### src/rtl/pipe_ctrl.sv
// Pipeline hazard/stall controller: tracks outstanding register writes and
// arbitrates redirect flushes, data-memory stalls and RAW/WAW interlocks.
module pipe_ctrl (
    input  logic        clk,
    input  logic        rst,
    input  logic        id_valid,
    input  logic [6:0]  id_opcode,
    input  logic [4:0]  id_rs1,
    input  logic [4:0]  id_rs2,
    input  logic [4:0]  id_rd,
    input  logic        wb_valid,
    input  logic [4:0]  wb_rd,
    input  logic        ex_redirect,
    input  logic        mem_req,
    input  logic        mem_ready,
    output logic        issue,
    output logic        stall_if,
    output logic        stall_id,
    output logic        bubble_ex,
    output logic        flush_if_id,
    output logic        freeze,
    output logic [1:0]  state,
    output logic [15:0] stall_cnt
);

    typedef enum logic [1:0] {
        RUN      = 2'd0,
        MEM_WAIT = 2'd1,
        FLUSH    = 2'd2
    } state_e;

    localparam logic [6:0] OP_LUI    = 7'b0110111;
    localparam logic [6:0] OP_AUIPC  = 7'b0010111;
    localparam logic [6:0] OP_JAL    = 7'b1101111;
    localparam logic [6:0] OP_OP     = 7'b0110011;
    localparam logic [6:0] OP_OP32   = 7'b0111011;
    localparam logic [6:0] OP_STORE  = 7'b0100011;
    localparam logic [6:0] OP_BRANCH = 7'b1100011;

    state_e      state_q, state_d;
    logic [31:0] pend_q, pend_d;
    logic [15:0] cnt_q, cnt_d;

    logic        writesRd, readsRs1, readsRs2;
    logic [31:0] effPend;
    logic        hazard;
    logic        memStall;

    assign writesRd = !(id_opcode == OP_STORE || id_opcode == OP_BRANCH);
    assign readsRs1 = !(id_opcode == OP_LUI || id_opcode == OP_AUIPC || id_opcode == OP_JAL);
    assign readsRs2 = (id_opcode == OP_OP) || (id_opcode == OP_OP32) ||
                      (id_opcode == OP_STORE) || (id_opcode == OP_BRANCH);
    assign memStall = mem_req && !mem_ready;

    // The register file writes on the falling edge, so a retiring write is already visible to ID.
    always_comb begin
        effPend = pend_q;
        if (wb_valid) begin
            effPend[wb_rd] = 1'b0;
        end
        effPend[0] = 1'b0;
        hazard = id_valid && ((readsRs1 && effPend[id_rs1]) ||
                              (readsRs2 && effPend[id_rs2]) ||
                              (writesRd && effPend[id_rd]));
    end

    always_comb begin
        state_d     = state_q;
        issue       = 1'b0;
        stall_if    = 1'b0;
        stall_id    = 1'b0;
        bubble_ex   = 1'b0;
        flush_if_id = 1'b0;
        freeze      = 1'b0;
        if (rst) begin
            case (state_q)
                RUN: begin
                    if (ex_redirect) begin
                        flush_if_id = 1'b1;
                        bubble_ex   = 1'b1;
                        state_d     = FLUSH;
                    end else if (memStall) begin
                        freeze   = 1'b1;
                        stall_if = 1'b1;
                        stall_id = 1'b1;
                        state_d  = MEM_WAIT;
                    end else if (hazard) begin
                        stall_if  = 1'b1;
                        stall_id  = 1'b1;
                        bubble_ex = 1'b1;
                    end else begin
                        issue = id_valid;
                    end
                end
                FLUSH: begin
                    flush_if_id = 1'b1;
                    bubble_ex   = 1'b1;
                    state_d     = memStall ? MEM_WAIT : RUN;
                end
                MEM_WAIT: begin
                    freeze   = 1'b1;
                    stall_if = 1'b1;
                    stall_id = 1'b1;
                    if (mem_ready) begin
                        state_d = RUN;
                    end
                end
                default: state_d = RUN;
            endcase
        end
    end

    // Set after clear so a same-cycle retire and re-issue of one register leaves it pending.
    always_comb begin
        pend_d = pend_q;
        if (wb_valid) begin
            pend_d[wb_rd] = 1'b0;
        end
        if (issue && writesRd && (id_rd != 5'd0)) begin
            pend_d[id_rd] = 1'b1;
        end
        pend_d[0] = 1'b0;
        cnt_d = cnt_q;
        if (stall_id && (cnt_q != 16'hFFFF)) begin
            cnt_d = cnt_q + 16'd1;
        end
    end

    always_ff @(posedge clk or negedge rst) begin
        if (!rst) begin
            state_q <= RUN;
            pend_q  <= '0;
            cnt_q   <= '0;
        end else begin
            state_q <= state_d;
            pend_q  <= pend_d;
            cnt_q   <= cnt_d;
        end
    end

    assign state     = state_q;
    assign stall_cnt = cnt_q;

endmodule

### config.mk
export PLATFORM = sky130hd
export DESIGN_NAME = pipe_ctrl
export DESIGN_NICKNAME = d
export VERILOG_FILES = /design/src/rtl/pipe_ctrl.sv
export SDC_FILE = /design/constraint.sdc
export NUM_CORES = 1
export LEC_CHECK = 0
export CORE_AREA = 2 2 109 111
export CTS_CLUSTER_DIAMETER = 120
export DETAILED_ROUTE_END_ITERATION = 8
export DIE_AREA = 0 0 111 113
export GPL_ROUTABILITY_DRIVEN = 0
export GPL_TIMING_DRIVEN = 0
export PLACE_DENSITY_LB_ADDON = 0.12
export SKIP_LAST_GASP = 1
export SYNTH_ARGS = -nofsm -noshare
export SYNTH_HDL_FRONTEND = slang
export SYNTH_SLANG_ARGS = --single-unit
### constraint.sdc
create_clock -name clk -period 3.6 [get_ports clk]
set_input_delay 0.36 -clock clk [delete_from_list [all_inputs] [get_ports clk]]
set_output_delay 0.36 -clock clk [all_outputs]
set_load 0.02 [all_outputs]
Word level (Yosys, flattened, before mapping)
Index checks and enable logic that the tools add are counted.

word-level totals
  register bits = 49
  input bits = 34
  logic and storage cells = 87

cells by class
  $add $sub $neg = 1
  $lt $le $gt $ge = 6
  equality and inequality tests = 12
  muxes and demuxes = 38
  bitwise operators = 3
  reductions and logical operators = 24

operators with widths
  kind                                                                    count
  32-bit 2-to-1 mux                                                       2
  32-bit AND                                                              1
  32-bit NOT                                                              1
  32-bit OR                                                               1
  7-bit by 6-bit equality test with 1-bit output (second input constant)  4
  5-bit by 6-bit < comparator with 1-bit output (second input constant)   4
  1-bit 2-to-1 mux                                                        23
  16-bit by 1-bit adder with 16-bit output (second input constant)        1
  16-bit != test (second input constant)                                  1
  1-bit binary-select mux with 5-bit select                               3
  7-bit equality test (second input constant)                             2
  1-bit demux with 5-bit select                                           2
  5-bit by 1-bit >= comparator with 1-bit output (second input constant)  2
  1-bit logical AND                                                       10
  1-bit logical OR                                                        8
  1-bit case mux with 2 select lines                                      4
  7-bit by 5-bit equality test with 1-bit output (second input constant)  1
  2-bit 2-to-1 mux                                                        3
  2-bit case mux with 3 select lines                                      1
  5-bit nonzero test                                                      1
  1-bit logical NOT                                                       3
  3-bit != test (second input constant)                                   1
  3-bit AND reduction                                                     1
  2-bit by 1-bit equality test with 1-bit output (second input constant)  1
  3 further kinds                                                         3

Logic depth before layout (Yosys ltp)
Gate-level depths: netlist of the first run.

  depth after elaboration = 21
  gate-level depth with buffers = 12
  depth with buffers taken out = 9

Worst setup path after synthesis of the first run
No wires, ideal clock.

  kind = in2out
  start = input id_rd[3]
  end = output stall_if
  arrival time = 2.423 ns
  path slack = 0.817 ns
  cell stages on the path = 10
  buffers on the path = 3
  cells stage by stage = buf_4 -> or3b_1 -> clkbuf_2 -> or4_1 -> o21ai_0 -> nor4_1 -> nand4b_1 -> o2111ai_2 -> a41o_1 -> buf_4

on the way
  longest elaborated chain between the ends = 10

RTL lines
  element                                    RTL line  source
  start, declared                            10        input logic [4:0] id_rd,
  1-bit binary-select mux with 5-bit select  64        (writesRd && effPend[id_rd]));
  1-bit 2-to-1 mux (not written as such)     64
  1-bit logical AND                          64
  1-bit logical OR                           63        (readsRs2 && effPend[id_rs2]) ||
  1-bit logical AND                          62        hazard = id_valid && ((readsRs1 && effPend[id_rs1]) ||
  1-bit 2-to-1 mux (3 in a row)              -
  1-bit case mux with 2 select lines         -
  1-bit 2-to-1 mux                           -
  end, declared                              17        output logic stall_if,

Every way passes these cells. The select of a mux whose other input is x is not followed.

Worst setup path after layout of the first run
  start = input id_rd[4]
  end = output stall_if

on the way
  longest elaborated chain between the ends = 10

RTL lines
  element                                    RTL line  source
  1-bit binary-select mux with 5-bit select  64
  1-bit 2-to-1 mux (not written as such)     64
  1-bit logical AND                          64
  1-bit logical OR                           63
  1-bit logical AND                          62
  1-bit 2-to-1 mux                           87        end else if (hazard) begin
  1-bit 2-to-1 mux                           82        end else if (memStall) begin
  1-bit 2-to-1 mux                           78        if (ex_redirect) begin
  1-bit case mux with 2 select lines         76        case (state_q)
  1-bit 2-to-1 mux                           75        if (rst) begin

Every way passes these cells. The select of a mux whose other input is x is not followed.

==> flow_summary.json, run 1 <==
{
  "power_frac_comb_pct": 28.1,
  "viasPerCell": 6.10,
  "cts_sinks": 49,
  "start_util_pct": 34.3,
  "wl_per_cell_um": 21.0,
  "io_pins": 58,
  "fin_crit_ps": 3510,
  "critPathMaxFanout": 10,
  "worstSetupStartpoint": "id_rd[4]",
  "grt_overflow": 0,
  "hp-class": "in2async",
  "worstMarginPinSlew_ps": 650,
  "grt_pass1_vias": 3826,
  "p_sw_uw": 563,
  "die_w_um": 111,
  "drtAntennaViolNets": 0,
  "status": "finished clean",
  "setup_violations": 0,
  "syn_nets": 474,
  "coreArea_um2": 11300,
  "synth-compound-area-share_pct": 23.0,
  "relSlewSlack_pct": 56.6,
  "dp_hpwl_mm": 10.1,
  "netlist_area_um2": 3870,
  "area_delta_synth_final_pct": 28.3,
  "fmax_ghz": 0.285,
  "fin_ws_ps": 86.8,
  "cts_max_path_buffers": 2,
  "io_buffers": 50,
  "synth_seq_cells": 49,
  "p_clk_share_pct": 33.2,
  "finalCritPeriodShare_pct": 97.6,
  "synth_flop_cell": "dfrtp_1",
  "syn_inst": 439,
  "antenna_cells": 0,
  "grt_pass1_wl_mm": 21.7,
  "nets": 542,
  "gr-usage-all-layers_pct": 21.7,
  "std_cell_rows": 39,
  "power.internal_mw": 1.14,
  "clock_latency_ps": 300,
  "synth.distinct_cells": 75,
  "finalHoldViolations": 0,
  "avgSynthCellArea_um2": 8.81,
  "ys_seq_area_share_pct": 31.7,
  "antenna_found_initial": 0,
  "path_class": "in2out",
  "die_h_um": 113,
  "drive_gt1_share_pct": 19.3,
  "swShare_pct": 33.0,
  "cp.required_ps": 3240,
  "vias": 3974,
  "p_leak_nw": 1.99,
  "clockRootBuffer": "clkbuf_16",
  "synth-simple-area-share_pct": 25.7,
  "place_ws_ps": -765,
  "ir_worst_vdd_mv": 0.170,
  "synth_top_family_by_area": "simple AND/OR/NAND/NOR gates",
  "cts_max_level": 2,
  "synthXorXnorAreaFrac_pct": 4.76,
  "powerDensity_nw_per_um2": 343,
  "synth-async-reset-ratio_pct": 100,
  "grt_max_degree": 30,
  "grt_setup_unrepaired": "false",
  "ctsHoldBuffers": 0,
  "die-area_um2": 12500,
  "cts_tree": "done",
  "seqPwrFrac_pct": 38.7,
  "reg2reg_setup_slack_ps": 610,
  "finalMaxSlewViolations": 0,
  "yosys_warnings": 0,
  "drtIter0Drc": 335,
  "yosys.area_share.adder_pct": 0.324,
  "final_cell_mix": "o21ai_0, dfrtp_1, clkdlybuf4s50_1",
  "drt-total-wl_mm": 13.7,
  "cp.arrival_ps": 3150,
  "dr.pass1.iters": 5,
  "hold_ws_ps": 75.7,
  "maxCapViolations": 0,
  "cp-end-kind": "output pin",
  "startpoint_type": "input port",
  "path_clk_slew_ps": 80,
  "muxShareOfSynthArea_pct": 9.74,
  "final_core_util_pct": 44.0,
  "synth_enable_flop_cells": 0,
  "fin_skew_ps": 8.11,
  "final_common_cell": "o21ai_0",
  "cts_made_buffers": 5,
  "route.detailed.drc": 0,
  "worstReg2RegStart": "pend_q[18]$_DFF_PN0_",
  "setup_tns_ps": 0
}
power by group through the flow:
stage,Combinational (mW),Sequential (mW),Clock [mW]
global placement,0.444,0.666,0
global route,0.514,0.666,0.600
finish,0.478,0.659,0.566
detailed placement,0.446,0.668,0
CTS,0.470,0.658,0.572
floorplan,0.234,0.678,0
layer usage:
layer	vias to the layer above	track usage (%)	part of all wire, %	wire length [um]
met2	189	32.8	45	6100
met4	0	7.92	2.4	327
met5	-	0	0	0
met3	23	3.16	6.8	924
li1	1811	-	-	-
met1	1951	31.7	46	6330
per-stage QoR:
step,instances,area (um^2),power (mW)
3_3_place_gp,632,4550,1.11
6_report,651,4960,1.70
3_5_place_dp,633,4560,1.11
5_1_grt,651,4960,1.78
2_1_floorplan,439,3870,0.912
4_1_cts,647,4890,1.70
sequential cells by signal (all words and copies together) (netlist names):
name and count:
state 2, pend_q 31, stall_cnt 16
final cells by class:
cell class              count  area [um^2]
well taps                 143          179
multi-input cells         354         2590
inverters                   8         30.0
plain buffers              28          183
clock inverters             3         47.5
fillers                  1118         6310
repair buffers             61          582
clock buffers               5          125
flip-flops and latches     49         1230
final timing paths:
kind                                                   to  cells after the start
worst min register to register  stall_cnt[14]$_DFFE_PN0P_                      1
min in group clk                stall_cnt[14]$_DFFE_PN0P_                      1
worst min-delay path            stall_cnt[12]$_DFFE_PN0P_                      1
worst max-delay path                             stall_if                     11
worst max register to register  stall_cnt[12]$_DFFE_PN0P_                     12
max in group asynchronous        stall_cnt[6]$_DFFE_PN0P_                      2
cells in the mapped netlist (7+ instances only):
| cell type | count | area share (%) |
|---|---|---|
| buf_2 | 11 | 1.4 |
| nor3_1 | 19 | 2.5 |
| nand2b_1 | 14 | 2.3 |
| a21oi_1 | 12 | 1.6 |
| mux2i_1 | 14 | 3.6 |
| nand3_1 | 14 | 1.8 |
| nand2_1 | 25 | 2.4 |
| inv_1 | 8 | 0.78 |
| clkbuf_1 | 8 | 0.78 |
| o21ai_0 | 61 | 7.9 |
| nand3b_1 | 9 | 1.7 |
| mux2_2 | 15 | 4.4 |
| dfrtp_1 | 49 | 32 |
| a211oi_1 | 7 | 1.4 |
| xor2_1 | 16 | 3.6 |
| nor4_1 | 9 | 1.5 |
| nor2_1 | 24 | 2.3 |
critical path, stage by stage:
cell             delay [ps]
clkdlybuf4s50_1         490
clkbuf_1                330
or3b_2                  280
nor3_1                   60
a22o_1                  180
nor4_1                  310
nand4b_1                230
o2111ai_4               310
a41o_1                  240
buf_4                   110
clkdlybuf4s15_2         250
cell families after synthesis:
kind of cell / count (synthesis)
xor+xnor: 21
compound gates: 134
buf+inv: 36
mux: 32
flops: 49
fa+ha+maj: 1
simple gates: 166
what timing repair did:
action	CTS	global route
hold endpoints to repair	0	0
pin swaps	7	8
resized for setup	44	20
setup buffers	6	4
setup endpoints to repair	45	24
Note: power is estimated with default switching activity, not from simulation.
==> inputs of run 2 (changes only) <==
Settings changed: SKIP_CTS_REPAIR_TIMING set to 1.
==> run 2 against run 1 <==
Net effect: maximum frequency down 0.64%; die area unchanged; non-clock buffer count unchanged; count of clock-buffer cells in the layout unchanged; clock skew down 3.6 ps; highest routed layer unchanged; largest cell class unchanged.
==> flow_summary.json, run 2 (synthesis gave the netlist of run 1 again) <==
{
  "reg2reg_depth": 11,
  "reg2reg_setup_slack_ps": 610,
  "design_area_um2": 4960,
  "critPathMaxFanout": 10,
  "gr-usage-all-layers_pct": 21.5,
  "fmax_ghz": 0.283,
  "wl_per_cell_um": 21.0,
  "fin_skew_ps": 4.47,
  "cp.required_ps": 3240,
  "setup_violations": 0,
  "path_clk_slew_ps": 70,
  "setup_tns_ps": 0,
  "swShare_pct": 32.8,
  "coreArea_um2": 11300,
  "largest_register_ff_count": 31,
  "cts_tree": "done",
  "route.detailed.drc": 0,
  "grt_overflow": 0,
  "seqPwrFrac_pct": 38.9,
  "cp-end-kind": "output pin",
  "finalCritPeriodShare_pct": 98.2,
  "fill_cells": 1104,
  "io_pins": 58,
  "status": "finished clean",
  "dr.pass1.iters": 5,
  "grt_pass1_wl_mm": 21.4,
  "drive_gt1_share_pct": 18.1,
  "grt_pass1_vias": 3783,
  "finalHoldViolations": 0,
  "dp_hpwl_mm": 10.1,
  "r2r-end": "pend_q[6]$_DFF_PN0_",
  "final_common_cell": "o21ai_0",
  "vias": 3950,
  "std_cell_rows": 39,
  "start_util_pct": 34.3,
  "clockRootBuffer": "clkbuf_16",
  "viasPerCell": 6.07,
  "cts_sinks": 49,
  "io_buffers": 50,
  "final_cell_mix": "o21ai_0, dfrtp_1, clkdlybuf4s50_1",
  "p_sw_uw": 555,
  "power.internal_mw": 1.14,
  "die_h_um": 113,
  "grt_max_degree": 30,
  "powerDensity_nw_per_um2": 342,
  "fin_ws_ps": 64.1,
  "multiInputGateArea_um2": 2560,
  "clock_latency_ps": 300,
  "ir_worst_vdd_mv": 0.171,
  "placed_area_um2": 4560,
  "regArea_um2": 1230,
  "hp-class": "in2async",
  "largest_register": "pend_q",
  "path_class": "in2out",
  "p_leak_nw": 2.03,
  "area_delta_synth_final_pct": 28.2,
  "cts_made_buffers": 5,
  "cts_max_path_buffers": 2,
  "hold_ws_ps": 81.2,
  "finalMaxSlewViolations": 0,
  "worstMarginPinSlew_ps": 648,
  "endpoint": "stall_if",
  "cp.arrival_ps": 3180,
  "relSlewSlack_pct": 56.8,
  "maxCapViolations": 0,
  "p_clk_share_pct": 33.0,
  "drt-total-wl_mm": 13.7,
  "power_mw": 1.70,
  "worstSetupStartpoint": "id_rd[4]",
  "grt_setup_unrepaired": "false",
  "nets": 542,
  "worstReg2RegStart": "pend_q[18]$_DFF_PN0_",
  "startpoint_type": "input port",
  "place_ws_ps": -765,
  "cts_max_level": 2,
  "antenna_cells": 0,
  "drtAntennaViolNets": 0,
  "die_w_um": 111,
  "drtIter0Drc": 290,
  "die-area_um2": 12500,
  "antenna_found_initial": 0,
  "power_frac_comb_pct": 28.1,
  "fin_crit_ps": 3540
}
run 2: worst min path at each step:
stage / start / end / cells after the start
final: rst / stall_cnt[12]$_DFFE_PN0P_ / 1
after CTS: rst / stall_cnt[12]$_DFFE_PN0P_ / 1
after global routing: rst / stall_cnt[12]$_DFFE_PN0P_ / 1
after detailed placement: rst / stall_cnt[12]$_DFFE_PN0P_ / 1
after floorplan: rst / pend_q[10]$_DFF_PN0_ / 0
after global placement: stall_cnt[12]$_DFFE_PN0P_ / stall_cnt[12]$_DFFE_PN0P_ / 1
run 2: critical path, cell delays in order:
cell             delay [ps]
clkdlybuf4s50_1         490
clkbuf_1                350
or3b_2                  280
nor3_1                   60
a22o_1                  180
nor4_1                  310
nand4b_1                230
o2111ai_4               340
a41o_1                  240
buf_4                   110
dlymetal6s2s_1          210
run 2: area by class of cell:
| cell class | instances | share of cell area, % |
|---|---|---|
| multi-input combinational | 354 | 51.6 |
| sequential | 49 | 24.7 |
| timing repair buffer | 61 | 12.3 |
| buffer | 28 | 3.71 |
| tap | 143 | 3.61 |
| clock buffer | 5 | 2.52 |
| clock inverter | 3 | 0.959 |
| inverter | 8 | 0.606 |
run 2: routing by layer:
layer | vias up | routed length (um) | track usage [%]
met5 | - | 0 | 0
met4 | 0 | 293 | 7.42
met3 | 24 | 1000 | 3.05
met2 | 200 | 5990 | 32.3
met1 | 1913 | 6370 | 31.7
li1 | 1813 | - | -
run 2: metrics by stage:
stage	instances	utilization (%)
global route	651	44.0
global placement	632	40.3
detailed placement	633	40.5
floorplan	439	-
CTS	641	42.0
finish	651	44.0
run 2: power groups by stage:
stage / Sequential, mW / Combinational, mW / Clock, mW
after floorplan: 0.678 / 0.234 / 0
after global placement: 0.666 / 0.444 / 0
after detailed placement: 0.668 / 0.446 / 0
after CTS: 0.658 / 0.449 / 0.572
after global routing: 0.666 / 0.511 / 0.600
final: 0.659 / 0.476 / 0.560
==> inputs of run 3 (changes only) <==
Settings changed: ABC_CLOCK_PERIOD_IN_PS set to 3600, SETUP_SLACK_MARGIN set to 0.15.
==> run 3 against run 2 <==
Net effect: hold slack got worse by 5.6 ps; cell area increased by 0.33%; critical path depth unchanged; clock power about the same; non-clock buffer count unchanged; wire length about the same; sequential power about the same; highest routed layer unchanged; sequential share of layout area decreased by 0.081 points; die area unchanged; combinational power about the same; worst setup slack improved by 140 ps; largest power group unchanged.
==> flow_summary.json, run 3 (synthesis gave the netlist of run 1 again) <==
{
  "fin_crit_ps": 3400,
  "dr.pass1.iters": 8,
  "finalCritPeriodShare_pct": 94.4,
  "power_mw": 1.70,
  "fin_ws_ps": 203,
  "fmax_ghz": 0.294,
  "worst_path_max_delay_cell": "clkdlybuf4s50_1",
  "cts_max_level": 2,
  "worstPathCellList": "clkdlybuf4s50_1 > buf_6 > nand2b_1 > nor2_1 > a22o_1 > nor4_1 > nand4b_1 > o2111ai_4 > a41o_1 > buf_4 > dlymetal6s2s_1",
  "final_cell_mix": "o21ai_0, dfrtp_1, clkdlybuf4s50_1",
  "cp-end-kind": "output pin",
  "grt_max_degree": 30,
  "gr-usage-all-layers_pct": 21.5,
  "die-area_um2": 12500,
  "crit_buf_inv": 4,
  "io_buffers": 50,
  "cts_tree": "done",
  "largest_register_ff_count": 31,
  "grt_overflow": 0,
  "die_w_um": 111,
  "drt-total-wl_mm": 13.6,
  "power.internal_mw": 1.14,
  "antenna_cells": 0,
  "design_area_um2": 4970,
  "status": "finished clean",
  "viasPerCell": 6.07,
  "cts_made_buffers": 5,
  "grt_setup_unrepaired": "false",
  "grt_pass1_wl_mm": 21.4,
  "reg2reg_setup_slack_ps": 610,
  "dp_hpwl_mm": 10.1,
  "relSlewSlack_pct": 56.9,
  "std_cell_rows": 39,
  "placed_area_um2": 4560,
  "power_frac_comb_pct": 28.1,
  "antenna_found_initial": 0,
  "cp.required_ps": 3240,
  "maxCapViolations": 0,
  "route.detailed.drc": 0,
  "grtUsageMet3_pct": 3.05,
  "drtIter0Drc": 305,
  "p_leak_nw": 2.05,
  "cts_sinks": 49,
  "use_met2_pct": 32.3,
  "path_class": "in2out",
  "multiInputGateArea_um2": 2560,
  "final_common_cell": "o21ai_0",
  "p_sw_uw": 557,
  "seqPwrFrac_pct": 38.8,
  "wl_per_cell_um": 21.0,
  "vias": 3954,
  "drtAntennaViolNets": 0,
  "powerDensity_nw_per_um2": 341,
  "grtUsageMet1_pct": 31.7,
  "r2r-end": "pend_q[22]$_DFF_PN0_",
  "cp.arrival_ps": 3040,
  "clockRootBuffer": "clkbuf_16",
  "die_h_um": 113,
  "io_pins": 58,
  "critPathMaxStageDelay_ps": 560,
  "swShare_pct": 32.8,
  "drive_gt1_share_pct": 18.9,
  "hp-class": "in2async",
  "cp.depth": 11,
  "ir_worst_vdd_mv": 0.176,
  "cts_max_path_buffers": 2,
  "worstMarginPinSlew_ps": 647,
  "fill_cells": 1098,
  "p_clk_share_pct": 33.1,
  "grt_pass1_vias": 3783,
  "finalMaxSlewViolations": 0,
  "place_ws_ps": -765,
  "clock_latency_ps": 300,
  "coreArea_um2": 11300,
  "critPathMaxFanout": 10,
  "area_delta_synth_final_pct": 28.6,
  "startpoint_type": "input port",
  "regArea_um2": 1230,
  "reg2reg_depth": 11,
  "fin_skew_ps": 8.64,
  "setup_tns_ps": 0,
  "largest_register": "pend_q",
  "worstReg2RegStart": "pend_q[18]$_DFF_PN0_",
  "setup_violations": 0,
  "nets": 542,
  "grt_busiest_layer": "met2",
  "path_clk_slew_ps": 70,
  "finalHoldViolations": 0,
  "start_util_pct": 34.3,
  "cpLargestDelayFamily": "buffers and inverters"
}
==> run 3: worst max path at each step <==
| stage | endpoint | start | slack, ps |
|---|---|---|---|
| 2_1_floorplan | stall_if | id_rd[3] | 820 |
| 3_3_place_gp | stall_if | wb_rd[0] | -800 |
| 3_5_place_dp | stall_if | wb_rd[3] | -770 |
| 4_1_cts | stall_if | wb_rd[3] | -830 |
| 5_1_grt | stall_if | id_rd[4] | 160 |
| 6_report | stall_if | id_rd[1] | 200 |
==> run 3: worst register-to-register path, cell delays in order, from the launching register on <==
cell	delay, ps
dfrtp_1	450
mux2_2	290
and3_1	180
o311ai_1	310
a21oi_1	100
a32oi_1	280
o2111ai_4	220
buf_4	210
nor2_4	160
buf_4	140
nand4_2	290
o21ai_0	270
==> run 3: power groups by stage <==
stage / clock [mW] / sequential (mW) / combinational, mW
after floorplan: 0 / 0.678 / 0.234
after global placement: 0 / 0.666 / 0.444
after detailed placement: 0 / 0.668 / 0.446
after CTS: 0.572 / 0.658 / 0.449
after global routing: 0.600 / 0.666 / 0.512
final: 0.562 / 0.659 / 0.477
==> run 3: cell type report <==
| class | instances | share of cell area (%) |
|---|---|---|
| Buffer | 28 | 3.85 |
| Timing Repair Buffer | 61 | 12.3 |
| Clock buffer | 5 | 2.52 |
| Clock inverter | 3 | 0.956 |
| Sequential cell | 49 | 24.7 |
| Multi-Input combinational cell | 354 | 51.5 |
| Inverter | 8 | 0.604 |
| Tap cell | 143 | 3.60 |
==> run 3: per-stage QoR <==
step	std cells	util [%]	hold slack, ps
6_report	651	44.1	75.6
5_1_grt	651	44.1	126
4_1_cts	641	42.0	103
3_5_place_dp	633	40.5	424
3_3_place_gp	632	40.3	473
2_1_floorplan	439	-	64.4
==> run 3: routing by layer <==
metal  routed length [um]  share of wire, %  vias up
met2                 6050                44      187
met3                  902               6.6       19
met4                  266               1.9        0
met1                 6430                47     1936
met5                    0                 0        -
li1                     -                 -     1812
